===== config.mk =====
export PLATFORM = sky130hd
export DESIGN_NAME = gray_counter
export DESIGN_NICKNAME = d
export VERILOG_FILES = /design/src/rtl/gray_counter.sv
export SDC_FILE = /design/constraint.sdc
export NUM_CORES = 1
export LEC_CHECK = 0
export CORE_AREA = 2 2 39 41
export DETAILED_ROUTE_END_ITERATION = 10
export DIE_AREA = 0 0 41 43
export GPL_TIMING_DRIVEN = 0
export PLACE_DENSITY = 0.8
export SYNTH_ARGS = -nofsm -noshare
export SYNTH_HDL_FRONTEND = slang
export SYNTH_SLANG_ARGS = --single-unit

===== constraint.sdc =====
create_clock -name clk -period 3.2 [get_ports clk]
set_input_delay 0.64 -clock clk [delete_from_list [all_inputs] [get_ports clk]]
set_output_delay 0.64 -clock clk [all_outputs]
set_load 0.005 [all_outputs]

===== src/rtl/gray_counter.sv =====
// gray_counter: parametrised up/down binary counter with a registered Gray-code
// copy, parallel load, terminal-count flag and a one-cycle wrap pulse.
// Optional build macro: GRAY_COUNTER_SATURATE_EN -- when defined, an enabled
// count at the terminal value for the current direction holds instead of wrapping.
// The Gray output is encoded from the next-state binary value and registered,
// so it never glitches and changes exactly one bit per count step.
module gray_counter #(
    parameter int WIDTH = 4
) (
    input  logic             clk,
    input  logic             rst,
    input  logic             en,
    input  logic             up,
    input  logic             load,
    input  logic [WIDTH-1:0] load_bin,
    output logic [WIDTH-1:0] bin,
    output logic [WIDTH-1:0] gray,
    output logic             tc,
    output logic             wrap
);

    logic [WIDTH-1:0] bin_q;
    logic [WIDTH-1:0] bin_d;
    logic [WIDTH-1:0] gray_q;
    logic [WIDTH-1:0] gray_d;
    logic             wrap_q;
    logic             wrap_d;
    logic             at_terminal;

    // Terminal value depends on direction: all-ones counting up, zero counting down.
    assign at_terminal = up ? (bin_q == {WIDTH{1'b1}}) : (bin_q == {WIDTH{1'b0}});

    // Next binary value and wrap pulse: load beats count; idle holds the count.
    always_comb begin
        bin_d  = bin_q;
        wrap_d = 1'b0;
        if (load) begin
            bin_d = load_bin;
        end else if (en) begin
`ifdef GRAY_COUNTER_SATURATE_EN
            if (!at_terminal) begin
                bin_d = up ? (bin_q + WIDTH'(1)) : (bin_q - WIDTH'(1));
            end
`else
            bin_d  = up ? (bin_q + WIDTH'(1)) : (bin_q - WIDTH'(1));
            wrap_d = at_terminal;
`endif
        end
    end

    // Gray encoding of the next-state value: each bit XORs with its upper neighbour.
    assign gray_d[WIDTH-1] = bin_d[WIDTH-1];
    generate
        for (genvar gi = 0; gi < WIDTH - 1; gi++) begin : g_gray
            assign gray_d[gi] = bin_d[gi] ^ bin_d[gi+1];
        end
    endgenerate

    // State registers; reset clears everything on the edge it is sampled.
    always_ff @(posedge clk) begin
        if (rst) begin
            bin_q  <= '0;
            gray_q <= '0;
            wrap_q <= 1'b0;
        end else begin
            bin_q  <= bin_d;
            gray_q <= gray_d;
            wrap_q <= wrap_d;
        end
    end

    assign bin  = bin_q;
    assign gray = gray_q;
    assign wrap = wrap_q;
    assign tc   = at_terminal;

endmodule


==> flow_summary_export.csv <==
group,metric,value,unit
run_status,status,"completed",
power_and_ir_drop,peakVddDrop,0.000191,V
min_path,hold_end,"wrap$_SDFF_PP0_",
cells_and_area,final_area,702,um2
global_routing,grt_overflow_total,0,
run,cap_viol_max_count,0,
clocking,cts_tree,"built",
global_routing,grt_pass1_vias,404,
critical_path,rr_worst_depth,5,
synth,yosysSeqAreaShare,32.7,%
place,placed_area,679,um2
place,port_buffers,17,
cells_and_area,fill_cells,122,
timing,grt_setup_unrepaired,"no",
clocking,cts_hold_repair.buffers,0,
timing,worst_slack,0.426,ns
clocking,clkSinkCount,8,
route,avgRoutedWirePerCell,12.4,um
cells_and_area,drive_gt1_share,11.0,%
floorplan,die_y,43,um
power_and_ir_drop,total_power,290,uW
clocking,cts_setup_buffers,0,
critical_path,r2r-start,"bin[0]$_SDFF_PP0_",
global_routing,grt_pass1_wl,1.70,mm
cells_and_area,n_antenna_cell,0,
global_routing,grt.total_usage,14.6,%
timing,finalClockSkew,0.00499,ns
floorplan,die_width,41,um
floorplan,start_util,35.4,%
timing,slew_violations,0,
synth,ys_types,32,
clocking,cts_root_buffer,"clkbuf_4",
timing,period_minus_slack,2.77,ns
route,vias,454,
synth,ys_warn_count,0,
route,vias_per_cell,5.10,
critical_path,start_kind,"primary input",
timing,finalCritPeriodShare,86.7,%
global_routing,antenna_found_initial,0,
route,drt.antenna.violating_nets,0,
timing,setup_violations,0,
power_and_ir_drop,p_per_area,412,nW/um2
critical_path,rrSetupSlack,1.33,ns
synth,syn_inst,53,
min_path,hold_depth,2,
timing,setup_tns,0,ns
clocking,clk_path_buf_depth,2,
timing,max-slew-margin-rel,72.0,%
place,dp_hpwl,863,um
min_path,hold_start,"en",
clocking,htree_levels,1,
synth,postSynthAreaPerCell,9.23,um2
place,globalplace.congestion,0.732,
synth,synthesis.area,489,um2
global_routing,grt_start_max_net_pins,11,
route,wirelength,1.10,mm
place,dp.cells,86,
critical_path,endpoint_kind,"output port",
critical_path,required,2.56,ns
synth,synth_seq_cells,8,
floorplan,io_pins,19,
critical_path,path_class,"primary input to output port",
timing,hold_viol,0,
synth,synth_fp_nets,65,
route,dr.pass1.iters,3,
place,place_ws,0.437,ns
clocking,clk_latency,0.26,ns
route,initialDrtViolationCount,5,
critical_path,timing.rr.end,"gray[1]$_SDFF_PP0_",
min_path,worst_hold_path_type,"primary input to flop",
route,drc,0,
clocking,cts_resized,0,
floorplan,die_area,1760,um2
timing,max_slew.worst_pin.slew,0.417,ns
clocking,numCtsBuffers,3,
critical_path,worst-endpoint-arrival,2.13,ns
cells_and_area,area.growth.synth_to_final,43.5,%
cells_and_area,final_cells,89,
cells_and_area,final_nets,87,
critical_path,cp_max_fo,5,
timing,fmax,360,MHz
power_and_ir_drop,p_leak,0.301,nW
floorplan,core,1380,um2
clocking,clkSlewWorstSetupHoldPaths,0.06,ns
floorplan,placementRows,14,
[where the power goes]
group	leakage [nW]	internal [mW]	switching, mW
clock	0.0138	0.0431	0.0373
combinational	0.221	0.0542	0.0347
sequential	0.0663	0.110	0.0105
[logic make-up (layout without fill, tap and decap cells)]
logic type / count (synthesis) / in the layout / synth area share, %
AOI/OAI and AO/OA: 11 / 11 / 15.3
xor gates and xnor gates: 3 / 3 / 5.37
adders and majority gates: 3 / 3 / 9.21
buffers and inverters: 5 / 25 / 5.63
DFF: 8 / 8 / 32.7
muxes: 4 / 4 / 8.44
and+or+nand+nor: 19 / 19 / 23.3
[worst max path at each step]
stage | to | slack, ns | start
floorplan | gray[1]$_SDFF_PP0_ | 1.23 | up
global placement | tc | 0.45 | up
detailed placement | tc | 0.44 | up
CTS | tc | 0.43 | up
global route | tc | 0.36 | up
finish | tc | 0.43 | up
[synthesized netlist by cell type]
cell type	number	area (um2)
fa_1	1	20.0
mux2_2	1	11.3
dfxtp_1	8	160
nor4bb_1	1	10.0
a221o_1	1	10.0
or4b_1	1	10.0
or3_1	2	12.5
mux2i_1	3	30.0
o2bb2ai_1	1	8.76
a31oi_1	1	6.26
inv_1	2	7.51
and3_1	1	6.26
a21oi_1	2	10.0
a21o_1	1	7.51
nor4_1	1	6.26
nand2_1	1	3.75
nand3_1	1	5.00
o21bai_1	1	7.51
nor2_1	6	22.5
nand3b_1	1	7.51
and2_1	1	6.26
xor2_1	1	8.76
ha_1	2	25.0
o21ai_0	2	10.0
xnor2_1	2	17.5
a22oi_1	1	7.51
nand3_2	1	10.0
buf_4	2	15.0
nor3b_1	1	7.51
buf_2	1	5.00
nand4_1	1	6.26
a211oi_1	1	7.51
[per-stage QoR]
stage                     hold WS [ns]  util [%]
after floorplan                  0.709         -
after global placement           0.730      49.1
after detailed placement         0.752      49.1
after CTS                        0.684      50.7
after global routing             0.685      50.7
final                            0.682      50.7
[state kept, by name, indices dropped and copies added, names as in the netlist]
| signal | flops |
|---|---|
| wrap | 1 |
| gray | 3 |
| bin | 4 |
[routing by layer]
| metal | track usage, % | vias to the layer above | part of all wire [%] | wire length [um] |
|---|---|---|---|---|
| met1 | 19.0 | 202 | 44 | 480 |
| met3 | 6.28 | 2 | 6.2 | 68 |
| met4 | 4.00 | 0 | 0.91 | 10 |
| met2 | 21.6 | 15 | 49 | 542 |
| met5 | 0 | - | 0 | 0 |
| li1 | - | 235 | - | - |
[cell usage in the layout, fill, tap and decap left out, types with 2 or more instances in the layout]
cell,instances
buf_4,2
xnor2_1,2
or3_1,2
clkdlybuf4s50_1,17
clkbuf_4,3
o21ai_0,2
inv_1,2
a21oi_1,2
dfxtp_1,8
ha_1,2
mux2i_1,3
nor2_1,6
[cell type report]
| cell class | count | area [um2] | share of cell area (%) |
|---|---|---|---|
| Tap cell | 16 | 20.0 | 2.85 |
| Multi-Input combinational cell | 40 | 302 | 43.0 |
| Buffer | 3 | 20.0 | 2.85 |
| Sequential cell | 8 | 160 | 22.8 |
| Inverter | 2 | 7.51 | 1.07 |
| Timing Repair Buffer | 17 | 170 | 24.2 |
| Clock buffer | 3 | 22.5 | 3.21 |
[critical path, cell delays in order]
cell and delay (ns):
clkdlybuf4s50_1 0.54, inv_1 0.14, o21ai_0 0.26, clkdlybuf4s50_1 0.55
(Power assumes the default switching activity.)
